--- config.mk ---
export PLATFORM = sky130hd
export DESIGN_NAME = sig_deb
export DESIGN_NICKNAME = d
export VERILOG_FILES = /design/src/rtl/sig_deb_pkg.sv /design/src/rtl/sig_deb_sync.sv /design/src/rtl/sig_deb.sv
export SDC_FILE = /design/constraint.sdc
export NUM_CORES = 1
export LEC_CHECK = 0
export ABC_AREA = 1
export BUFFER_PORTS_ARGS = -buffer_cell sky130_fd_sc_hd__clkbuf_2
export CORE_AREA = 8 8 45 47
export DETAILED_ROUTE_END_ITERATION = 10
export DIE_AREA = 0 0 53 55
export GPL_ROUTABILITY_DRIVEN = 0
export GPL_TIMING_DRIVEN = 0
export HOLD_SLACK_MARGIN = 0.12
export PLACE_DENSITY = 0.46
export SETUP_SLACK_MARGIN = 0.1
export SYNTH_ARGS = -nofsm -noshare
export SYNTH_HDL_FRONTEND = slang
export SYNTH_SLANG_ARGS = --single-unit
export TNS_END_PERCENT = 1
--- constraint.sdc ---
create_clock -name clk -period 0.9 [get_ports clk]
set_input_delay 0.09 -clock clk [delete_from_list [all_inputs] [get_ports clk]]
set_output_delay 0.09 -clock clk [all_outputs]
set_load 0.02 [all_outputs]
--- src/rtl/sig_deb_pkg.sv ---
// Shared constants and helpers for the sig_deb button debouncer.
package sig_deb_pkg;

    localparam int SIG_DEB_DEF_CLKS_PER_SMPL = 16;
    localparam int SIG_DEB_DEF_SMPL_CNT      = 4;

    // $clog2 but never below one bit, so a divide-by-1 counter still has a width.
    function automatic int clog2_min1(input int n);
        return (n <= 1) ? 1 : $clog2(n);
    endfunction

endpackage

--- src/rtl/sig_deb_sync.sv ---
// Two-flop synchroniser bringing an asynchronous level into the clk domain.
module sig_deb_sync (
    input  logic clk,
    input  logic rst,
    input  logic d,
    output logic q
);

    logic s0;

    always_ff @(posedge clk) begin
        if (rst) begin
            s0 <= 1'b0;
            q  <= 1'b0;
        end else begin
            s0 <= d;
            q  <= s0;
        end
    end

endmodule

--- src/rtl/sig_deb.sv ---
// Debouncer: sync, sample every CLKS_PER_SMPL cycles, change after SMPL_CNT agreeing samples.
// Optional SIG_DEB_EDGE_EN adds registered o_rise/o_fall pulses.
module sig_deb
    import sig_deb_pkg::*;
#(
    parameter int CLKS_PER_SMPL = SIG_DEB_DEF_CLKS_PER_SMPL,
    parameter int SMPL_CNT      = SIG_DEB_DEF_SMPL_CNT
) (
    input  logic clk,
    input  logic rst,
    input  logic i_sig,
    output logic o_sig
`ifdef SIG_DEB_EDGE_EN
    ,
    output logic o_rise,
    output logic o_fall
`endif
);

    localparam int CW = clog2_min1(CLKS_PER_SMPL);

    if (CLKS_PER_SMPL < 1 || SMPL_CNT < 2) begin : g_bad_param
        $fatal(1, "sig_deb: need CLKS_PER_SMPL>=1 and SMPL_CNT>=2");
    end

    logic                s1;
    logic [CW-1:0]       tick_cnt;
    logic                tick;
    logic [SMPL_CNT-1:0] smpl;
    logic [SMPL_CNT-1:0] smpl_nxt;

    sig_deb_sync u_sync (
        .clk (clk),
        .rst (rst),
        .d   (i_sig),
        .q   (s1)
    );

    assign tick = (tick_cnt == CW'(CLKS_PER_SMPL - 1));

    // Oldest sample falls off the top; newest enters at bit 0.
    always_comb begin
        smpl_nxt = (smpl << 1) | SMPL_CNT'(s1);
    end

    always_ff @(posedge clk) begin
        if (rst) begin
            tick_cnt <= '0;
            smpl     <= '0;
            o_sig    <= 1'b0;
        end else begin
            tick_cnt <= tick ? '0 : tick_cnt + 1'b1;
            if (tick) begin
                smpl <= smpl_nxt;
                if (&smpl_nxt)
                    o_sig <= 1'b1;
                else if (~|smpl_nxt)
                    o_sig <= 1'b0;
            end
        end
    end

`ifdef SIG_DEB_EDGE_EN
    logic o_sig_d;

    // Pulses land one cycle after o_sig moves; reset clears history so it never fakes a fall.
    always_ff @(posedge clk) begin
        if (rst) begin
            o_sig_d <= 1'b0;
            o_rise  <= 1'b0;
            o_fall  <= 1'b0;
        end else begin
            o_sig_d <= o_sig;
            o_rise  <= o_sig & ~o_sig_d;
            o_fall  <= ~o_sig & o_sig_d;
        end
    end
`endif

endmodule

==> results.md, run 1 <==
- The run finished, with violations left.
- The checks that failed: negative setup slack.
- Clock-pin slew was measured on the worst setup and hold paths at 0.07 ns.
- The multi-input logic area is 179 sq um.
- Across the run, the number of max-cap violations was 0.
- STA classifies the critical path startpoint as a flip-flop.
- In this run, synthesis produced a sequential element count of 10.
- The number of global-route vias before repair is 284.
- The number of cells on the worst reg-to-reg path is 4.
- The number of placed I/O pins is 4.
- Of the available clock period, the critical path in the final layout requires 1.03.
- The final number of hold-violating endpoints is 0.
- TritonCTS built the clock tree.
- The top fanout value on the critical path is 8.
- The worst-case IR drop observed on VDD is 0.000639 V.
- The worst pin sits at a relative slew slack of 0.841.
- The largest net degree at the start of global routing is 9.
- STA puts the critical path data arrival time at 1.08 ns.
- The mean routed wirelength per cell is 9.49 um.
- The synthesized area per cell is 7.94 sq um.
- For hold timing, the worst endpoint is smpl[2]$_SDFFE_PP0P_.
- The number of instances on the worst hold path is 4.
- The via density per instance is 4.28.
- The die is 53 um wide.
- The static leakage is 0.211 nW.
- The detailed-router iteration count before antenna repair is 2.
- The total negative slack for setup checks is -0.0412 ns.
- The first global-routing pass estimated 1.23 mm of wire.
- The count of antenna-violating nets left after detailed routing is 0.
- The reg-to-reg critical path startpoint is tick_cnt[1]$_SDFF_PP0_.
- The area of the mapped netlist is 389 sq um.
- The routed wire length is 712 um.
- The actual transition at the worst max-transition pin is 0.238 ns.
- 0 antenna diodes ended up in the layout.
- The global routing usage summed across all routing layers is 0.0588.
- For this design, the sink count on the clock tree is 10.
- Summing all flip-flop and latch instances after layout gives 203 sq um.
- With fillers left out, the area of the finished cells amounts to 505 sq um.
- The nature of the critical path endpoint is a flip-flop.
- The number of antenna violations at the first check in global routing is 0.
- After filler insertion, the fill cell instance count of the layout stands at 150.
- The die height is 55 um.
- After legalization and detailed placement, the total HPWL measured 485 um.
- The root buffer selected by CTS is sky130_fd_sc_hd__clkbuf_4.
- The later pin in the worst-skew pair is clocked with a latency of 0.26 ns.
- TritonCTS created 3 clock buffers.
- Of the cells placed in the final design, the portion with a size suffix greater than 1 is 0.203.
- The power per cell area is 1670 mW/mm^2.
- The max-slew violation count was 0.
- The die covers 0.00292 sq mm.
- The path class of the tightest hold or removal check is input pin to flip-flop.
- The start-to-end type of the worst setup path is flip-flop to flip-flop.
- The number of DRC markers in iteration 0 is 4.
- The placement-stage cell area is 439 sq um.
- Setup slack on the critical path of the routed design comes to -0.0273 ns.
- Synthesis produced 49 cells.
- The slack of the worst reg-to-reg path is -0.03 ns.
- Counting distinct cell types in the post-synthesis netlist gives 12.
- The area growth from synthesis to layout is 29.9%.
- In the layout the commonest cells are 11 x sky130_fd_sc_hd__nor2_1, 11 x sky130_fd_sc_hd__nand2_1, 8 x sky130_fd_sc_hd__dfxtp_1.
- For the worst setup path, the data required time is 1.06 ns.
- Setup repair after global routing could not meet its margin everywhere.
- The clock passes through at most 2 buffers.
- The maximum clock rate is 1080 MHz.
- In this run the standard cell core region covers 0.00138 sq mm.
- The total number of H-tree levels is 1.
- The row count is 14.
- The net count of the finished layout is 65.
- The number of setup violations in the final report is 4.
- Detailed routing inserted a total of 321 vias.
- The worst hold path startpoint is rst.
- Counting every net in the synthesized netlist gives 53.
- The post-detailed-route DRC marker count is 0.
- The overflow left after global routing is 0.
- The worst reg2reg path endpoint is o_sig$_SDFFE_PP0P_.
- The minimum period implied by the final worst setup slack is 0.927 ns.
- For this run, the number of Yosys warnings is 0.
- The clock tree skew after final layout is 0.00178 ns.
- The sequential share of the synthesized area is 0.514.
- Input and output buffers added on the ports amount to 3.
- The effective utilization at floorplan is 0.281.
## routing by layer
| metal | wire length [um] | GRT usage | part of all wire | vias up |
|---|---|---|---|---|
| met5 | 0 | 0 | 0 | - |
| met4 | 6 | 0.0388 | 0.0084 | 0 |
| met3 | 40 | 0.0321 | 0.056 | 2 |
| met2 | 296 | 0.0801 | 0.42 | 6 |
| met1 | 368 | 0.0693 | 0.52 | 140 |
| li1 | - | - | - | 173 |
## logic make-up after synthesis
kind of cell | count (synthesis) | share of synthesized area
simple gates | 27 | 0.315
buf+inv | 6 | 0.0579
fa+ha+maj | 1 | 0.0321
xor+xnor | 1 | 0.0225
compound gates | 4 | 0.0579
flops | 10 | 0.514
## cell type report
cell class | count | area share
clock buffers | 3 | 0.0446
repair buffers | 7 | 0.116
flip-flops and latches | 10 | 0.401
inverters | 6 | 0.0446
well taps | 16 | 0.0396
multi-input cells | 33 | 0.354
## timing repair
item | in CTS | in global routing
endpoints found under the hold margin | 4 | 0
pin swaps | 1 | 0
endpoints found under the setup margin | 9 | 9
hold buffers | 2 | 0
gates resized for setup | 2 | 0
buffers inserted | 2 | 0
## state kept, by name, indices dropped and copies added (netlist names)
name and count:
tick_cnt 4, u_sync.s0 1, o_sig 1, u_sync.q 1, smpl 3
## worst max-delay path by stage
| stage | from | end | slack [ns] | cells after the start |
|---|---|---|---|---|
| final | tick_cnt[1]$_SDFF_PP0_ | o_sig$_SDFFE_PP0P_ | -0.03 | 4 |
| after global routing | tick_cnt[1]$_SDFF_PP0_ | o_sig$_SDFFE_PP0P_ | -0.09 | 4 |
| after CTS | tick_cnt[1]$_SDFF_PP0_ | o_sig$_SDFFE_PP0P_ | -0.03 | 4 |
| after detailed placement | tick_cnt[0]$_SDFF_PP0_ | o_sig$_SDFFE_PP0P_ | -0.04 | 4 |
| after global placement | tick_cnt[0]$_SDFF_PP0_ | o_sig$_SDFFE_PP0P_ | -0.03 | 4 |
| after floorplan | tick_cnt[1]$_SDFF_PP0_ | o_sig$_SDFFE_PP0P_ | 0.03 | 4 |
## per-stage QoR
step | worst slack, ns | hold WS [ns] | instances | power, mW | utilization
detailed placement | -0.0364 | 0.289 | 68 | 0.533 | 0.317
CTS | -0.0252 | 0.158 | 75 | 0.847 | 0.365
finish | -0.0273 | 0.150 | 75 | 0.845 | 0.365
floorplan | 0.0307 | 0.159 | 49 | 0.517 | -
global placement | -0.0317 | 0.284 | 68 | 0.532 | 0.317
global route | -0.0917 | 0.188 | 75 | 0.885 | 0.365
## critical path: stages, from the launching register on
cell	delay (ns)
sky130_fd_sc_hd__dfxtp_2	0.35
sky130_fd_sc_hd__ha_4	0.17
sky130_fd_sc_hd__nand3_4	0.10
sky130_fd_sc_hd__o21bai_1	0.15
sky130_fd_sc_hd__nand2_1	0.06
## synth_stat cells, drive strengths merged
cell type,count,area share
ha,1,0.032
a21oi,2,0.026
o21ai,1,0.013
o21bai,1,0.019
xnor2,1,0.023
nand3,3,0.071
nand4,2,0.032
dfxtp,10,0.51
nor2,11,0.11
inv,6,0.058
nand2,11,0.11
## report_power, final
group	internal, mW	total, mW	switching [mW]
Sequential	0.460	0.476	0.0163
Clock	0.154	0.305	0.151
Combinational	0.0363	0.0641	0.0278
Total	0.650	0.845	0.195
(Power assumes the default switching activity.)
==> run 2: changes to the inputs <==
CELL_PAD_IN_SITES_DETAIL_PLACEMENT = 0   (was default)
CELL_PAD_IN_SITES_GLOBAL_PLACEMENT = 2   (was default)
CORE_AREA = default   (was 8 8 45 47)
CORE_MARGIN = 8   (was default)
CORE_UTILIZATION = 26   (was default)
DIE_AREA = default   (was 0 0 53 55)
PLACE_DENSITY = 0.63   (was 0.46)
SLEW_MARGIN = 25   (was default)
==> results.md, run 2 (synthesis results as in run 1) <==
- The global routing usage summed across all routing layers was 0.0612 (was 0.0588).
- Sequence of cells on the critical path: ha_4, nand3_4, o21bai_1, nand2_1 (unchanged).
- The worst setup slack before clock tree synthesis is -0.0291 ns (was -0.0364 ns).
- The global-route wire length before repair came to 1.26 mm (was 1.23 mm).
- The static leakage is 0.214 nW (was 0.211 nW).
- The routed wire length is 698 um (was 712 um).
- The flip-flop count of the largest register, all copies and words added is 4 (unchanged).
- The area growth from synthesis to layout is 34.1% (was 29.9%).
- The critical path launch point type was a flip-flop (unchanged).
- The number of inserted filler cells in the final layout came to 163 (was 150).
- The final number of hold-violating endpoints came to 0 (unchanged).
- The worst hold path startpoint is rst (unchanged).
- The post-layout total power is 935 uW (was 845 uW).
- The number of clock sinks came to 10 (unchanged).
- The max-slew violation count is 0 (unchanged).
- The post-layout instance count excluding filler cells is 75 (unchanged).
- The number of buffers on the longest clock path came to 2 (unchanged).
- The slack of the worst reg-to-reg path is -0.02 ns (was -0.03 ns).
- The number of antenna violations at the first check in global routing came to 0 (unchanged).
- The clock latency on the worst-skew pair is 0.26 ns (about the same).
- The root buffer selected by CTS is sky130_fd_sc_hd__clkbuf_4 (unchanged).
- The classification of the worst-slack hold path was input pin to flip-flop (unchanged).
- Result of the run: finished with violations (unchanged).
- The highest cell delay on the worst timing path is 0.37 ns (was 0.35 ns).
- The count of buffer and inverter cells on the critical path was 0 (unchanged).
- The floorplan die area came to 0.00299 sq mm (was 0.00292 sq mm).
- The number of placed cells counting well taps came to 68 (unchanged).
- The total core area was 0.00145 sq mm (was 0.00138 sq mm).
- The via count is 337 (was 321).
- The via density per instance is 4.49 (was 4.28).
- The effective utilization at floorplan is 0.268 (was 0.281).
- The number of setup violations in the final report is 4 (unchanged).
- The share of final-layout standard cells stronger than drive strength 1 came to 0.237 (was 0.203).
- The total clock buffers created by CTS is 3 (unchanged).
- The critical path's top delay family is flip-flops (unchanged).
- The cell with the biggest individual delay on the critical path is sky130_fd_sc_hd__dfxtp_4 (was sky130_fd_sc_hd__dfxtp_2).
- The detailed-router iteration count before antenna repair is 3 (was 2).
- The minimum period implied by the final worst setup slack is 0.924 ns (was 0.927 ns).
- The number of DRC markers in iteration 0 is 11 (was 4).
- The post-detailed-route DRC marker count was 0 (unchanged).
- The largest net degree at the start of global routing is 9 (unchanged).
- The mean routed wirelength per cell is 9.31 um (was 9.49 um).
- The estimated wirelength of the detail-placed design is 507 um (was 485 um).
- The clock input transition at the sequential cells of the worst setup and hold paths is 0.06 ns (was 0.07 ns).
- The reg-to-reg critical path startpoint is tick_cnt[0]$_SDFF_PP0_ (was tick_cnt[1]$_SDFF_PP0_).
- The count of antenna-violating nets left after detailed routing is 0 (unchanged).
- The max-capacitance violation count is 0 (unchanged).
- The worst reg2reg path endpoint was o_sig$_SDFFE_PP0P_ (unchanged).
- The number of global-route vias before repair is 336 (was 284).
- The power per cell area came to 1790 mW/mm^2 (was 1670 mW/mm^2).
- The final instance area is 522 sq um (was 505 sq um).
- The number of instances on the worst hold path came to 4 (unchanged).
- The actual transition at the worst max-transition pin was 0.238 ns (about the same).
- The number of nets in the finished design is 64 (was 65).
- The number of placed I/O pins is 4 (unchanged).
- The capture endpoint of the worst hold path is smpl[2]$_SDFFE_PP0P_ (unchanged).
- The core utilization of the finished layout was 0.359 (was 0.365).
- The die outline width is 54.7 um (was 53 um).
- The placement-stage cell area is 439 sq um (unchanged).
- The die height is 54.7 um (was 55 um).
- The critical path data required time is 1.06 ns (about the same).
- The number of cells on the worst reg-to-reg path is 4 (unchanged).
- The clock tree skew after final layout is 0.000334 ns (was 0.00178 ns).
- Largest registers in the final layout: tick_cnt: 4 flops, smpl: 3 flops (unchanged).
- Failing checks: negative setup slack (unchanged).
- Commonest non-fill, non-tap cells in the layout: 11 x sky130_fd_sc_hd__nor2_1, 11 x sky130_fd_sc_hd__nand2_1, 8 x sky130_fd_sc_hd__dfxtp_1 (unchanged).
- The share of the clock period used by the worst path after layout was 1.03 (about the same).
- The least setup slack across all paths after layout is -0.0239 ns (was -0.0273 ns).
- The worst slew slack as a fraction of its limit is 0.841 (about the same).
- The overflow left after global routing is 0 (unchanged).
- The row count is 14 (unchanged).
- The start-to-end type of the worst setup path is flip-flop to flip-flop (unchanged).
- The number of input and output port buffers inserted came to 3 (unchanged).
- The number of inserted diodes was 0 (unchanged).
- The total number of H-tree levels is 1 (unchanged).
- The maximum vdd drop is 0.000742 V (was 0.000639 V).
- The top fanout value on the critical path is 8 (unchanged).
- Unrepaired setup endpoints after global routing: yes (unchanged).
- The maximum clock rate is 1080 MHz (about the same).
- The TritonCTS clock tree is built (unchanged).
- The nature of the critical path endpoint is a flip-flop (unchanged).
- The arrival time at the worst endpoint is 1.08 ns (about the same).
- The register with the highest flop count was tick_cnt (unchanged).
==> run 2: cell types whose count changed in the layout (fill, tap and decap cells not counted), sizes merged <==
cell | previous run | this run
buf | 2 | 1
clkbuf | 6 | 7
==> run 2: through the flow <==
stage | setup TNS [ns] | hold WS (ns)
floorplan | 0 | 0.159
global placement | -0.0142 | 0.285
detailed placement | -0.0594 | 0.288
CTS | -0.0539 | 0.144
global route | -0.424 | 0.166
finish | -0.0473 | 0.148
==> run 2: how the worst max path moves through the flow <==
stage	start	endpoint	slack, ns	depth (start not counted)
after floorplan	tick_cnt[1]$_SDFF_PP0_	o_sig$_SDFFE_PP0P_	0.03	4
after global placement	tick_cnt[0]$_SDFF_PP0_	o_sig$_SDFFE_PP0P_	-0.01	4
after detailed placement	tick_cnt[0]$_SDFF_PP0_	o_sig$_SDFFE_PP0P_	-0.03	4
after CTS	tick_cnt[0]$_SDFF_PP0_	o_sig$_SDFFE_PP0P_	-0.03	4
after global routing	tick_cnt[0]$_SDFF_PP0_	o_sig$_SDFFE_PP0P_	-0.10	4
final	tick_cnt[0]$_SDFF_PP0_	o_sig$_SDFFE_PP0P_	-0.02	4
==> run 2: area by class of cell <==
cell class | instances | area (sq um) | area share
repair buffers | 6 | 51.3 | 0.0983
well taps | 16 | 20.0 | 0.0384
flip-flops and latches | 10 | 205 | 0.393
multi-input cells | 33 | 186 | 0.357
clock buffers | 4 | 36.3 | 0.0695
inverters | 6 | 22.5 | 0.0432
==> run 2: timing repair <==
item,in CTS,in global routing
hold buffers,2,0
setup endpoints to repair,9,9
setup buffers,1,0
hold endpoints to repair,4,0
resized for setup,3,2
pin swaps,1,0
==> run 2: worst min-delay path, cell delays in order <==
cell,delay [ns]
sky130_fd_sc_hd__clkbuf_2,0.09
sky130_fd_sc_hd__inv_1,0.08
sky130_fd_sc_hd__nand2_1,0.08
sky130_fd_sc_hd__nor2_1,0.03
==> run 2: metal layers <==
layer  track usage  vias to the layer above  routed length (um)  part of all wire
li1              -                      177                   -                 -
met1        0.0493                      155                 290              0.42
met2         0.100                        5                 356              0.51
met3        0.0435                        0                  51             0.073
met5             0                        -                   0                 0
met4        0.0492                        0                   0                 0
==> run 2: report_power, final <==
| group | switching, mW | internal [mW] |
|---|---|---|
| registers | 0.0174 | 0.459 |
| clock network | 0.153 | 0.246 |
| logic | 0.0265 | 0.0330 |
==> run 3: changes to the inputs <==
HOLD_SLACK_MARGIN = default   (was 0.12)
REMOVE_ABC_BUFFERS = 1   (was default)
==> results.md, run 3 (synthesis results as in run 1) <==
- The critical path data required time was 1.06 ns (about the same).
- The number of input and output port buffers inserted came to 3 (unchanged).
- The post-detailed-route DRC marker count is 0 (unchanged).
- The number of placed cells counting well taps is 68 (unchanged).
- The final number of hold-violating endpoints is 0 (unchanged).
- The overflow left after global routing is 0 (unchanged).
- The post-layout total power came to 940 uW (was 935 uW).
- The combinational cell fraction of total power is 0.065 (was 0.064).
- The number of buffers on the longest clock path is 2 (unchanged).
- The classification of the worst-slack hold path is input pin to flip-flop (unchanged).
- The register with the highest flop count is tick_cnt (unchanged).
- The count of buffer and inverter cells on the critical path is 0 (unchanged).
- The root buffer selected by CTS is sky130_fd_sc_hd__clkbuf_4 (unchanged).
- Unrepaired setup endpoints after global routing: yes (unchanged).
- The routed wire length was 717 um (was 698 um).
- The via count is 330 (was 337).
- The detailed-router iteration count before antenna repair is 4 (was 3).
- The clock tree skew after final layout is 0.00152 ns (was 0.000334 ns).
- The core utilization of the finished layout is 0.350 (was 0.359).
- The max-capacitance violation count came to 0 (unchanged).
- The post-layout instance count excluding filler cells is 75 (unchanged).
- The max-slew violation count is 0 (unchanged).
- Largest registers in the final layout: tick_cnt: 4 flops, smpl: 3 flops (unchanged).
- The effective utilization at floorplan was 0.268 (unchanged).
- The start-to-end type of the worst setup path is flip-flop to flip-flop (unchanged).
- The minimum period implied by the final worst setup slack is 0.912 ns (was 0.924 ns).
- The net switching share of the total power is 0.213 (was 0.211).
- The total number of H-tree levels is 1 (unchanged).
- The reg-to-reg critical path startpoint is tick_cnt[1]$_SDFF_PP0_ (was tick_cnt[0]$_SDFF_PP0_).
- The die height was 54.7 um (unchanged).
- The total negative slack for setup checks came to -0.0124 ns (was -0.0473 ns).
- The number of inserted diodes was 0 (unchanged).
- The via density per instance came to 4.40 (was 4.49).
- The number of setup violations in the final report is 1 (was 4).
- The number of clock sinks came to 10 (unchanged).
- The number of DRC markers in iteration 0 is 6 (was 11).
- The number of placed I/O pins is 4 (unchanged).
- The clock latency on the worst-skew pair is 0.27 ns (was 0.26 ns).
- The highest cell delay on the worst timing path is 0.35 ns (was 0.37 ns).
- The startpoint of the most critical setup path is tick_cnt[1]$_SDFF_PP0_ (was tick_cnt[0]$_SDFF_PP0_).
- The flip-flop count of the largest register, all copies and words added came to 4 (unchanged).
- The global routing usage summed across all routing layers is 0.0608 (was 0.0612).
- The least setup slack across all paths after layout is -0.0124 ns (was -0.0239 ns).
- The switching power came to 200 uW (was 197 uW).
- The worst setup slack before clock tree synthesis came to -0.189 ns (was -0.0291 ns).
- The TritonCTS clock tree is built (unchanged).
- The maximum vdd drop is 0.000877 V (was 0.000742 V).
- Sequence of cells on the critical path: ha_4, nand3_4, o21bai_1, nand2_1 (unchanged).
- The share of final-layout standard cells stronger than drive strength 1 was 0.220 (was 0.237).
- The static leakage was 0.215 nW (was 0.214 nW).
- Failing checks: negative setup slack (unchanged).
- The power per cell area came to 1850 mW/mm^2 (was 1790 mW/mm^2).
- The cell-internal power is 740 uW (was 737 uW).
- The mean routed wirelength per cell is 9.56 um (was 9.31 um).
- The number of antenna violations at the first check in global routing is 0 (unchanged).
- The top fanout value on the critical path came to 8 (unchanged).
- The die outline width is 54.7 um (unchanged).
- The total clock buffers created by CTS came to 3 (unchanged).
- Result of the run: finished with violations (unchanged).
- The number of inserted filler cells in the final layout came to 169 (was 163).
- The number of global-route vias before repair is 309 (was 336).
- The estimated wirelength of the detail-placed design is 534 um (was 507 um).
- The largest net degree at the start of global routing came to 9 (unchanged).
- The total core area is 0.00145 sq mm (unchanged).
- Commonest non-fill, non-tap cells in the layout: 11 x sky130_fd_sc_hd__nor2_1, 11 x sky130_fd_sc_hd__nand2_1, 8 x sky130_fd_sc_hd__dfxtp_1 (unchanged).
- The post-route worst hold slack is 0.0449 ns (was 0.148 ns).
- The critical path launch point type is a flip-flop (unchanged).
- The worst hold path startpoint is rst (unchanged).
- The row count was 14 (unchanged).
- The arrival time at the worst endpoint is 1.07 ns (was 1.08 ns).
- The floorplan die area was 0.00299 sq mm (unchanged).
- The critical path's top delay family is flip-flops (unchanged).
- The clock input transition at the sequential cells of the worst setup and hold paths is 0.07 ns (was 0.06 ns).
- The area growth from synthesis to layout was 30.9% (was 34.1%).
- The cell with the biggest individual delay on the critical path is sky130_fd_sc_hd__dfxtp_2 (was sky130_fd_sc_hd__dfxtp_4).
- The maximum clock rate is 1100 MHz (was 1080 MHz).
- The clock network power share is 0.429 (was 0.427).
- The final instance area was 509 sq um (was 522 sq um).
- The share of the clock period used by the worst path after layout is 1.01 (was 1.03).
- The placement-stage cell area is 424 sq um (was 439 sq um).
- The global-route wire length before repair was 1.25 mm (was 1.26 mm).
- The number of nets in the finished design came to 64 (unchanged).
- The actual transition at the worst max-transition pin is 0.247 ns (was 0.238 ns).
- The count of antenna-violating nets left after detailed routing is 0 (unchanged).
- The register share of total power is 0.507 (was 0.509).
- The worst slew slack as a fraction of its limit is 0.835 (was 0.841).
- The nature of the critical path endpoint is a flip-flop (unchanged).
run 3: cell count changes in the layout (fill, tap and decap cells not counted):
cell,previous run,this run
sky130_fd_sc_hd__a21oi_1,0,2
sky130_fd_sc_hd__a21oi_2,2,0
sky130_fd_sc_hd__buf_4,1,2
sky130_fd_sc_hd__dfxtp_2,1,2
sky130_fd_sc_hd__dfxtp_4,1,0
sky130_fd_sc_hd__dlygate4sd3_1,2,1
run 3: metal layers:
| layer | routed length [um] | track usage |
|---|---|---|
| met5 | 0 | 0 |
| met4 | 11 | 0.0246 |
| met3 | 58 | 0.0516 |
| met2 | 344 | 0.0962 |
| met1 | 303 | 0.0557 |
run 3: cell type report:
class / instances / area (sq um) / share of cell area
clock buffer: 4 / 36.3 / 0.0713
inverter: 6 / 22.5 / 0.0442
multi-input combinational: 33 / 179 / 0.351
sequential: 10 / 203 / 0.398
tap: 16 / 20.0 / 0.0393
timing repair buffer: 6 / 48.8 / 0.0958
run 3: worst reg2reg max path: stages, from the launching register on:
cell                       delay [ns]
sky130_fd_sc_hd__dfxtp_2         0.35
sky130_fd_sc_hd__ha_4            0.16
sky130_fd_sc_hd__nand3_4         0.10
sky130_fd_sc_hd__o21bai_1        0.14
sky130_fd_sc_hd__nand2_1         0.06
run 3: path summary, 6_finish.rpt:
check / slack, ns / cells past startpoint / end
min: 0.04 / 2 / u_sync.s0$_SDFF_PP0_
max reg2reg: -0.01 / 4 / o_sig$_SDFFE_PP0P_
min reg2reg: 0.41 / 2 / u_sync.q$_SDFF_PP0_
max: -0.01 / 4 / o_sig$_SDFFE_PP0P_
run 3: repair_timing:
item                                    in CTS  in global routing
resized for setup                            6                  0
hold buffers                                 1                  0
endpoints found under the setup margin       9                  9
buffers inserted                             2                  0
hold endpoints to repair                     1                  0
pin swaps                                    2                  1
run 3: power groups by stage:
| stage | clock network, mW | registers (mW) | logic, mW |
|---|---|---|---|
| 2_1_floorplan | 0 | 0.480 | 0.0277 |
| 3_3_place_gp | 0 | 0.482 | 0.0376 |
| 3_5_place_dp | 0 | 0.483 | 0.0392 |
| 4_1_cts | 0.427 | 0.476 | 0.0615 |
| 5_1_grt | 0.447 | 0.478 | 0.0732 |
| 6_report | 0.403 | 0.476 | 0.0607 |
